$ cat config.mk
export PLATFORM = sky130hd
export DESIGN_NAME = frame_buf_scheduler_flat
export DESIGN_NICKNAME = d
export VERILOG_FILES = /design/src/rtl/frame_buf_scheduler_if.sv /design/src/rtl/frame_buf_scheduler.sv /design/src/flat_wrapper.sv
export SDC_FILE = /design/constraint.sdc
export NUM_CORES = 1
export LEC_CHECK = 0
export BUFFER_PORTS_ARGS = -buffer_cell sky130_fd_sc_hd__buf_2
export CAP_MARGIN = 5
export CORE_ASPECT_RATIO = 0.7
export CORE_MARGIN = 5
export CORE_UTILIZATION = 55
export CTS_CLUSTER_DIAMETER = 100
export CTS_CLUSTER_SIZE = 28
export DETAILED_ROUTE_END_ITERATION = 16
export PLACE_DENSITY_LB_ADDON = 0.25
export SLEW_MARGIN = 10
export SYNTH_ARGS = -nofsm -noshare
export SYNTH_HDL_FRONTEND = slang
export SYNTH_SLANG_ARGS = --single-unit
export TNS_END_PERCENT = 100
$ cat constraint.sdc
create_clock -name video_clk -period 4.5 [get_ports video_clk]
set_input_delay 0.45 -clock video_clk [delete_from_list [all_inputs] [get_ports video_clk]]
set_output_delay 0.45 -clock video_clk [all_outputs]
set_load 0.01 [all_outputs]
$ cat src/rtl/frame_buf_scheduler_if.sv
// Handshake and bank/address bus between the frame-buffer scheduler and the
// LCD timing block / SDRAM read path.
interface frame_buf_scheduler_if #(
    parameter int ADDR_WIDTH = 24,
    parameter int CNT_WIDTH  = 8
);
    logic                  i_frame_start;
    logic                  i_wr_frame_done;
    logic                  o_read_req;
    logic                  i_read_req_ack;
    logic [1:0]            o_rd_bank;
    logic [ADDR_WIDTH-1:0] o_rd_base_addr;
    logic [1:0]            o_wr_bank;
    logic [ADDR_WIDTH-1:0] o_wr_base_addr;
    logic [CNT_WIDTH-1:0]  o_repeat_cnt;
    logic [CNT_WIDTH-1:0]  o_timeout_cnt;

    modport master (
        input  i_frame_start, i_wr_frame_done, i_read_req_ack,
        output o_read_req, o_rd_bank, o_rd_base_addr, o_wr_bank, o_wr_base_addr,
               o_repeat_cnt, o_timeout_cnt
    );

    modport slave (
        output i_frame_start, i_wr_frame_done, i_read_req_ack,
        input  o_read_req, o_rd_bank, o_rd_base_addr, o_wr_bank, o_wr_base_addr,
               o_repeat_cnt, o_timeout_cnt
    );
endinterface

$ cat src/rtl/frame_buf_scheduler.sv
// Triple-buffer bank scheduler: rotates write/spare/read banks between the
// camera writer and the LCD reader and issues the per-frame read request.
module frame_buf_scheduler #(
    parameter int ADDR_WIDTH  = 24,
    parameter int BASE_ADDR   = 0,
    parameter int FRAME_WORDS = 384000,
    parameter int ACK_TIMEOUT = 4096,
    parameter int CNT_WIDTH   = 8
) (
    input  logic                  video_clk,
    input  logic                  rst_n,
    frame_buf_scheduler_if.master bus
);
    localparam int TW = $clog2(ACK_TIMEOUT + 1);

    localparam logic [ADDR_WIDTH-1:0] ADDR_B0 = ADDR_WIDTH'(BASE_ADDR);
    localparam logic [ADDR_WIDTH-1:0] ADDR_B1 = ADDR_WIDTH'(BASE_ADDR + FRAME_WORDS);
    localparam logic [ADDR_WIDTH-1:0] ADDR_B2 = ADDR_WIDTH'(BASE_ADDR + 2 * FRAME_WORDS);
    localparam logic [TW-1:0]         TO_LAST = TW'(ACK_TIMEOUT - 1);
    localparam logic [CNT_WIDTH-1:0]  CNT_MAX = '1;

    localparam logic [0:0] ST_IDLE = 1'b0;
    localparam logic [0:0] ST_REQ  = 1'b1;

    logic [1:0]            r_w, r_s, r_r;
    logic                  r_fresh;
    logic [0:0]            r_state;
    logic [TW-1:0]         r_tmo;
    logic [ADDR_WIDTH-1:0] r_rd_base, r_wr_base;
    logic [CNT_WIDTH-1:0]  r_repeat_cnt, r_timeout_cnt;

    logic [1:0]            w_w, w_s, w_r;
    logic                  w_fresh;
    logic                  w_repeat_inc;
    logic [0:0]            w_state;
    logic [TW-1:0]         w_tmo;
    logic                  w_tmo_evt;

    function automatic logic [ADDR_WIDTH-1:0] bank_base(input logic [1:0] b);
        case (b)
            2'd0:    return ADDR_B0;
            2'd1:    return ADDR_B1;
            default: return ADDR_B2;
        endcase
    endfunction

    // Writer swap is applied before the reader swap so a coincident pair of
    // pulses hands the just-finished bank straight to the display.
    always_comb begin
        w_w          = r_w;
        w_s          = r_s;
        w_r          = r_r;
        w_fresh      = r_fresh;
        w_repeat_inc = 1'b0;
        if (bus.i_wr_frame_done) begin
            w_w     = r_s;
            w_s     = r_w;
            w_fresh = 1'b1;
        end
        if (bus.i_frame_start) begin
            if (w_fresh) begin
                w_r     = w_s;
                w_s     = r_r;
                w_fresh = 1'b0;
            end else begin
                w_repeat_inc = 1'b1;
            end
        end
    end

    always_comb begin
        w_state   = r_state;
        w_tmo     = r_tmo;
        w_tmo_evt = 1'b0;
        case (r_state)
            ST_IDLE: begin
                if (bus.i_frame_start) begin
                    w_state = ST_REQ;
                    w_tmo   = '0;
                end
            end
            default: begin
                if (bus.i_frame_start) begin
                    w_tmo     = '0;
                    w_tmo_evt = 1'b1;
                end else if (bus.i_read_req_ack) begin
                    w_state = ST_IDLE;
                end else if (r_tmo == TO_LAST) begin
                    w_state   = ST_IDLE;
                    w_tmo_evt = 1'b1;
                end else begin
                    w_tmo = r_tmo + TW'(1);
                end
            end
        endcase
    end

    always_ff @(posedge video_clk or negedge rst_n) begin
        if (!rst_n) begin
            r_w           <= 2'd0;
            r_s           <= 2'd1;
            r_r           <= 2'd2;
            r_fresh       <= 1'b0;
            r_state       <= ST_IDLE;
            r_tmo         <= '0;
            r_rd_base     <= ADDR_B2;
            r_wr_base     <= ADDR_B0;
            r_repeat_cnt  <= '0;
            r_timeout_cnt <= '0;
        end else begin
            r_w       <= w_w;
            r_s       <= w_s;
            r_r       <= w_r;
            r_fresh   <= w_fresh;
            r_state   <= w_state;
            r_tmo     <= w_tmo;
            r_rd_base <= bank_base(w_r);
            r_wr_base <= bank_base(w_w);
            if (w_repeat_inc && r_repeat_cnt != CNT_MAX) begin
                r_repeat_cnt <= r_repeat_cnt + CNT_WIDTH'(1);
            end
            if (w_tmo_evt && r_timeout_cnt != CNT_MAX) begin
                r_timeout_cnt <= r_timeout_cnt + CNT_WIDTH'(1);
            end
        end
    end

    assign bus.o_read_req     = (r_state == ST_REQ);
    assign bus.o_rd_bank      = r_r;
    assign bus.o_rd_base_addr = r_rd_base;
    assign bus.o_wr_bank      = r_w;
    assign bus.o_wr_base_addr = r_wr_base;
    assign bus.o_repeat_cnt   = r_repeat_cnt;
    assign bus.o_timeout_cnt  = r_timeout_cnt;

    a_banks_distinct: assert property (@(posedge video_clk) disable iff (!rst_n)
        (r_w != r_s) && (r_w != r_r) && (r_s != r_r));
endmodule

$ cat src/flat_wrapper.sv
// flat-port wrapper written by rule: the top's interface ports become plain ports
module frame_buf_scheduler_flat 
#(
    parameter int ADDR_WIDTH  = 24,
    parameter int BASE_ADDR   = 0,
    parameter int FRAME_WORDS = 384000,
    parameter int ACK_TIMEOUT = 4096,
    parameter int CNT_WIDTH   = 8
)
  (video_clk, rst_n, bus_i_frame_start, bus_i_wr_frame_done, bus_i_read_req_ack, bus_o_read_req, bus_o_rd_bank, bus_o_rd_base_addr, bus_o_wr_bank, bus_o_wr_base_addr, bus_o_repeat_cnt, bus_o_timeout_cnt);
  frame_buf_scheduler_if #(.ADDR_WIDTH(ADDR_WIDTH), .CNT_WIDTH(CNT_WIDTH)) bus_i ();
  input  logic video_clk;
  input  logic rst_n;
  input wire logic [$bits(bus_i.i_frame_start)-1:0] bus_i_frame_start;
  input wire logic [$bits(bus_i.i_wr_frame_done)-1:0] bus_i_wr_frame_done;
  input wire logic [$bits(bus_i.i_read_req_ack)-1:0] bus_i_read_req_ack;
  output wire logic [$bits(bus_i.o_read_req)-1:0] bus_o_read_req;
  output wire logic [$bits(bus_i.o_rd_bank)-1:0] bus_o_rd_bank;
  output wire logic [$bits(bus_i.o_rd_base_addr)-1:0] bus_o_rd_base_addr;
  output wire logic [$bits(bus_i.o_wr_bank)-1:0] bus_o_wr_bank;
  output wire logic [$bits(bus_i.o_wr_base_addr)-1:0] bus_o_wr_base_addr;
  output wire logic [$bits(bus_i.o_repeat_cnt)-1:0] bus_o_repeat_cnt;
  output wire logic [$bits(bus_i.o_timeout_cnt)-1:0] bus_o_timeout_cnt;
  assign bus_i.i_frame_start = bus_i_frame_start;
  assign bus_i.i_wr_frame_done = bus_i_wr_frame_done;
  assign bus_i.i_read_req_ack = bus_i_read_req_ack;
  assign bus_o_read_req = bus_i.o_read_req;
  assign bus_o_rd_bank = bus_i.o_rd_bank;
  assign bus_o_rd_base_addr = bus_i.o_rd_base_addr;
  assign bus_o_wr_bank = bus_i.o_wr_bank;
  assign bus_o_wr_base_addr = bus_i.o_wr_base_addr;
  assign bus_o_repeat_cnt = bus_i.o_repeat_cnt;
  assign bus_o_timeout_cnt = bus_i.o_timeout_cnt;
  frame_buf_scheduler #(.ADDR_WIDTH(ADDR_WIDTH), .BASE_ADDR(BASE_ADDR), .FRAME_WORDS(FRAME_WORDS), .ACK_TIMEOUT(ACK_TIMEOUT), .CNT_WIDTH(CNT_WIDTH)) u_core (.video_clk(video_clk), .rst_n(rst_n), .bus(bus_i));
endmodule
==> results by group, run 1 <==
Worst setup path
  – WP data required: 4.68 ns
  – CP Launch Point: u_core.r_tmo[0]
  – Crit path launch type: register
  – CP endpoint kind: register
  – CP arrival: 2.64 ns
  – CP max FO: 11
  – Worst r2r src: u_core.r_tmo[0]
  – Crit Path Category: reg2reg

GRT
  – Vias in the first global route: 1483
  – Initial antenna violation count: 0
  – GRT Resource Usage Total: 16.10%
  – Largest net degree at the start of global routing: 42
  – Total gr overflow: 0
  – First-pass GRT wire length: 7.120 mm

Drt
  – Drt first pass iters: 4
  – Vias: 1570
  – Vias per cell: 5.032
  – DRT antenna net count: 0
  – 1st-iter DRT viols: 71
  – DRC viols: 0
  – Routed len/inst: 13.58 um
  – Detailed Route WL: 4.236 mm

Logic synthesis
  – Top-area cell type share of the netlist area: 40.97%
  – Yosys reg bits: 41
  – Sequential cell area fraction in the yosys report: 44.37%
  – Syn avg cell area: 10.14 sq um
  – Area contributors post-synth: dfrtp_1, buf_4, xnor2_1, dfstp_2, mux2_2
  – Cell accounting for the most synthesized area: dfrtp_1
  – Synth unique cells: 42
  – YS warnings: 0
  – Gate Count Post-Synth: 229
  – Cell Area, Synth: 0.002321 sq mm

Clocking
  – CTS tree: done
  – Reg clk slew, reported paths: 0.08 ns
  – Clk_lat worst skew: 0.29 ns
  – Post-CTS resize count: 0
  – Clock Tree Root: clkbuf_8
  – CTS H-tree lvls: 2
  – Clock Path Buffers: 2
  – Inserted Clock Buffers: 5
  – Clock sinks: 41
  – Hold buffers post-CTS: 0
  – Post-CTS Repair Setup Buffers: 0

STA
  – Fin crit period: 2.454 ns
  – Worst-margin pin slew: 0.8839 ns
  – Final Hold Vio Count: 0
  – Final period utilization: 54.53%
  – RSZ-0062 raised after global routing: false
  – Max Clk Rate: 407.6 MHz
  – Finish-stage setup viols: 0
  – Total Neg Setup Slack: 0 ns
  – Worst slew margin: 41.08%
  – Final Max Slew Viols: 0
  – Clk_skew: 0.002526 ns

Power
  – Pwr Density: 514.5 mW/mm^2
  – Peak supply drop: 328.3 uV
  – Logic pwr share: 29.2%
  – Sw frac: 33.72%
  – Sw Pwr: 431.9 uW
  – Static Leakage: 0.001192 uW
  – Clock power frac: 27.6%
  – Flop pwr share: 43.2%
  – Internal power: 849.1 uW

Floorplan
  – Die height: 64.35 um
  – # rows: 19
  – Initial Util: 58.11%
  – Die area: 0.005640 sq mm
  – Core area: 0.003994 sq mm
  – Die W: 87.65 um
  – IO Count: 74

Hold path
  – Hold Crit Class: in2async

Placed design
  – IO buf count: 45
  – RePlAce Congestion: 0.7987
  – Post-DP Area: 0.002356 sq mm
  – Post-DP HPWL: 3.159 mm

Run status
  – Outcome: finished, final reports clean

Cells and area
  – Layout area overhead: 7.278%
  – Most frequent cells in the layout: buf_2, dfrtp_1, conb_1, nor2_1, nand2_1
  – Share of cells above drive strength 1: 28.08%
  – Final Cell Area: 0.002490 sq mm
  – Final Net Count: 267
  – N_diodes: 0
  – Most common cell after layout, fill and taps aside: buf_2

Run
  – MaxCap Viol Count: 0
==> kinds of logic after synthesis <==
| logic type | Yosys count | synth area share [%] |
|---|---|---|
| AO/OA/AOI/OAI | 18 | 5.660 |
| adder cells (fa/ha/maj) | 3 | 1.617 |
| XOR/XNOR | 17 | 6.415 |
| AND/OR/NAND/NOR | 83 | 20.11 |
| flip-flops | 41 | 44.37 |
| multiplexers | 11 | 5.337 |
| buffers and inverters | 55 | 16.33 |
| other | 1 | 0.1616 |
==> metrics by stage <==
step	worst slack (ns)	util, %	power, uW	instances	hold WS, ns
after floorplan	2.678	-	852.5	256	0.1544
after global placement	2.193	58.99	929.3	304	0.4861
after detailed placement	2.080	58.99	940.9	304	0.4972
after CTS	2.028	62.34	1294	312	0.3105
after global routing	1.842	62.34	1370	312	0.3494
final	2.046	62.34	1281	312	0.2669
==> path summary, 6_finish.rpt <==
path,to,slack [ns],cells past startpoint
setup / recovery,u_core.bus.o_timeout_cnt[3],2.05,6
hold / removal,u_core.r_tmo[11],0.27,1
setup reg to reg,u_core.bus.o_timeout_cnt[3],2.05,6
hold reg to reg,u_core.bus.o_repeat_cnt[7],0.51,1
max in group asynchronous,u_core.r_tmo[5],3.68,1
min in group video_clk,u_core.r_s[1],0.43,2
==> cell usage after synthesis (all sizes together) <==
cell type,n
a21o,1
a21oi,5
a22oi,1
a41o,1
and2,1
and3,3
and4b,1
buf,45
clkbuf,4
conb,1
dfrtp,38
dfstp,3
ha,3
inv,6
mux2,8
mux2i,3
nand2,17
nand2b,5
nand3,8
nand3b,1
nand4,7
nor2,19
nor2b,2
nor3,8
nor3b,3
nor4,3
nor4b,1
o211a,1
o21ai,2
o221a,1
o221ai,1
o22ai,4
o31a,1
or2,2
or3,2
xnor2,13
xor2,4
==> state kept, by name, indices dropped and copies added, names as in the netlist <==
register / cells
u_core.r_tmo: 13
u_core.bus.o_repeat_cnt: 8
u_core.bus.o_timeout_cnt: 8
u_core.bus.o_rd_bank: 2
u_core.bus.o_rd_base_addr: 2
u_core.bus.o_wr_bank: 2
u_core.bus.o_wr_base_addr: 2
u_core.r_s: 2
u_core.bus.o_read_req: 1
u_core.r_fresh: 1
==> critical path, cell delays in order, from the launching register on <==
cell and delay [ns]:
dfrtp_1 0.45, ha_1 0.26, nand2_1 0.13, nor4_4 0.59, a22oi_1 0.26, nor3b_1 0.29
mux2_2 0.36
==> layout make-up <==
cell class                 instances  area, sq um
timing repair buffer              45        225.2
multi-input combinational        160         1013
sequential                        41         1030
clock inverter                     3        65.06
fill                             357         1504
inverter                           6        22.52
clock buffer                       5        68.82
tap                               52        65.06
==> power groups by stage <==
stage | combinational, uW | clock, uW | sequential (uW)
floorplan | 267 | 0 | 585
global placement | 373 | 0 | 557
detailed placement | 379 | 0 | 562
CTS | 381 | 358 | 555
global route | 417 | 376 | 576
finish | 374 | 353 | 554
==> routing by layer <==
metal / part of all wire [%] / vias up / global-route usage [%] / wire length (um)
li1: - / 768 / - / -
met1: 46 / 739 / 22.12 / 1930
met2: 45 / 55 / 24.53 / 1900
met3: 8.1 / 8 / 4.621 / 344
met4: 1.4 / 0 / 5.172 / 60
met5: 0 / - / 0 / 0
No activity file was read; power rests on OpenSTA's default activity.
==> run 2, diff against run 1 <==
--- a/config.mk
+++ b/config.mk
@@ -5,11 +5,12 @@
 export SDC_FILE = /design/constraint.sdc
 export NUM_CORES = 1
 export LEC_CHECK = 0
+export ABC_AREA = 1
 export BUFFER_PORTS_ARGS = -buffer_cell sky130_fd_sc_hd__buf_2
 export CAP_MARGIN = 5
 export CORE_ASPECT_RATIO = 0.7
 export CORE_MARGIN = 5
-export CORE_UTILIZATION = 55
+export CORE_UTILIZATION = 52
 export CTS_CLUSTER_DIAMETER = 100
 export CTS_CLUSTER_SIZE = 28
 export DETAILED_ROUTE_END_ITERATION = 16
==> constraint.sdc (replaced) <==
create_clock -name video_clk -period 2.45 [get_ports video_clk]
set_input_delay 0.245 -clock video_clk [delete_from_list [all_inputs] [get_ports video_clk]]
set_output_delay 0.245 -clock video_clk [all_outputs]
set_load 0.01 [all_outputs]
==> results by group, run 2 <==
Placed design
  – RePlAce Congestion: 0.8270
  – IO buf count: 45
  – Pre-CTS setup slack: 0.7034 ns
  – Post-DP HPWL: 3.468 mm
  – Dpl cells: 410

STA
  – Worst slew margin: 41.29%
  – Finish-stage setup viols: 0
  – Fin crit period: 1.739 ns
  – Worst setup margin: 0.7109 ns
  – Final Hold Vio Count: 0
  – Max Clk Rate: 575.0 MHz
  – RSZ-0062 raised after global routing: false
  – Final period utilization: 70.98%
  – Clk_skew: 0.003398 ns
  – Total Neg Setup Slack: 0 ns
  – Worst-margin pin slew: 0.8806 ns
  – Final Max Slew Viols: 0

Power
  – Sw Pwr: 626.6 uW
  – Pwr Density: 694.6 mW/mm^2
  – Flop pwr share: 48.5%
  – Sw frac: 33.87%
  – Clock power frac: 25.7%
  – Peak supply drop: 459.0 uV
  – Static Leakage: 0.001449 uW
  – Internal power: 1224 uW
  – Logic pwr share: 25.8%

Drt
  – Detailed Route WL: 4.624 mm
  – DRT antenna net count: 0
  – Routed len/inst: 11.06 um
  – Vias: 1973
  – DRC viols: 0
  – Drt first pass iters: 4
  – Vias per cell: 4.720
  – 1st-iter DRT viols: 112

GRT
  – Initial antenna violation count: 0
  – Total gr overflow: 0
  – GRT Resource Usage Total: 15.33%
  – Largest net degree at the start of global routing: 42
  – Vias in the first global route: 1739
  – First-pass GRT wire length: 7.707 mm

Floorplan
  – IO Count: 74
  – Die area: 0.006357 sq mm
  – Die W: 93.18 um
  – # rows: 21
  – Die height: 68.23 um
  – Core area: 0.004730 sq mm
  – Initial Util: 53.25%

Worst setup path
  – Worst Setup EP: u_core.bus.o_repeat_cnt[4]
  – FF-to-FF setup slack: 0.71 ns
  – Crit path launch type: register
  – CP arrival: 1.92 ns
  – R2r endpoint: u_core.bus.o_repeat_cnt[4]
  – R2r worst-path depth: 8
  – WP data required: 2.63 ns
  – CP Launch Point: u_core.bus.o_repeat_cnt[0]
  – Crit Path Category: reg2reg
  – Worst r2r src: u_core.bus.o_repeat_cnt[0]
  – CP endpoint kind: register
  – CP max FO: 9

Logic synthesis
  – EDFF count, synth: 0
  – Syn avg cell area: 7.656 sq um
  – Ys flop type: dfrtp_1
  – Top-area cell type share of the netlist area: 37.75%
  – Area contributors post-synth: dfrtp_1, nand2_1, buf_4, nand3_1, inv_1
  – YS warnings: 0
  – Sequential cell area fraction in the yosys report: 40.88%
  – Synth top cells by count: nand2_1, buf_4, dfrtp_1, nand3_1, inv_1
  – Cell Area, Synth: 0.002519 sq mm
  – Synth unique cells: 29
  – Most common cell in the netlist: nand2_1
  – Yosys reg bits: 41
  – Synth async-reset ratio: 100.0%
  – Cell accounting for the most synthesized area: dfrtp_1
  – Gate Count Post-Synth: 329

Cells and area
  – Biggest register: u_core.r_tmo
  – Layout area overhead: 5.762%
  – Share of cells above drive strength 1: 21.05%
  – N_diodes: 0
  – Layout Cells excl Fill: 418
  – Final Net Count: 368
  – Most common cell after layout, fill and taps aside: nand2_1
  – Most frequent cells in the layout: nand2_1, buf_2, dfrtp_1, nand3_1
  – Largest register FFs: 13

Clocking
  – Clock Path Buffers: 2
  – Clock sinks: 41
  – Reg clk slew, reported paths: 0.08 ns
  – CTS H-tree lvls: 2
  – Clk_lat worst skew: 0.29 ns
  – Post-CTS resize count: 0
  – Inserted Clock Buffers: 5
  – Hold buffers post-CTS: 0
  – Clock Tree Root: clkbuf_8
  – CTS tree: done
  – Post-CTS Repair Setup Buffers: 0

Run status
  – Outcome: finished, final reports clean

Run
  – MaxCap Viol Count: 0

Hold path
  – Hold Crit Class: in2async
## run 2: power by group through the flow
stage | registers (uW) | clock network, uW | logic [uW]
after floorplan | 939 | 0 | 343
after global placement | 907 | 0 | 474
after detailed placement | 908 | 0 | 485
after CTS | 896 | 491 | 485
after global routing | 917 | 527 | 544
final | 897 | 476 | 477
## run 2: cells by family after synthesis
| family | Yosys count | synth area share [%] |
|---|---|---|
| flip-flops | 41 | 40.88 |
| buffers and inverters | 79 | 18.68 |
| AND/OR/NAND/NOR | 175 | 30.60 |
| XOR/XNOR | 11 | 3.825 |
| AO/OA/AOI/OAI | 19 | 4.372 |
| other | 1 | 0.1489 |
| adder cells (fa/ha/maj) | 3 | 1.490 |
## run 2: routing by layer
| metal | vias to the layer above | track usage [%] | share of wire (%) |
|---|---|---|---|
| met1 | 887 | 20.83 | 49 |
| met3 | 5 | 3.626 | 7.5 |
| li1 | 1020 | - | - |
| met4 | 0 | 4.388 | 0.87 |
| met5 | - | 0 | 0 |
| met2 | 61 | 24.75 | 42 |
## run 2: final cells by class
type	count	area (sq um)
Timing Repair Buffer	45	225.2
Fill cell	467	2066
Sequential cell	41	1030
Clock buffer	7	96.34
Inverter	31	116.4
Multi-Input combinational cell	236	1120
Tap cell	57	71.32
Clock inverter	1	5.005
## run 2: worst min-delay path by stage
| stage | from | endpoint | slack (ns) | cells past startpoint |
|---|---|---|---|---|
| 5_1_grt | rst_n | u_core.r_tmo[6] | 0.15 | 1 |
| 3_3_place_gp | rst_n | u_core.bus.o_read_req | 0.42 | 1 |
| 3_5_place_dp | rst_n | u_core.r_tmo[3] | 0.42 | 1 |
| 2_1_floorplan | rst_n | u_core.bus.o_rd_bank[0] | -0.05 | 0 |
| 4_1_cts | rst_n | u_core.r_tmo[3] | 0.11 | 1 |
| 6_report | rst_n | u_core.r_tmo[5] | 0.07 | 1 |
## run 2: critical path, cell delays in order, from the launching register on
cell and delay, ns:
dfrtp_1 0.41, ha_1 0.21, nand2_1 0.07, nor2_2 0.13
nand3_1 0.14, o21ai_2 0.37, inv_2 0.14, nand3b_1 0.11
nand2_1 0.06
## run 2: per-stage QoR
step | hold slack [ns] | total power, uW | util, % | cell area (sq um)
after global placement | 0.4248 | 1381 | 54.18 | 2562
after global routing | 0.1522 | 1987 | 56.32 | 2664
after detailed placement | 0.4203 | 1392 | 54.18 | 2562
after floorplan | -0.05059 | 1281 | - | 2620
final | 0.06507 | 1850 | 56.32 | 2664
after CTS | 0.1062 | 1872 | 56.32 | 2664
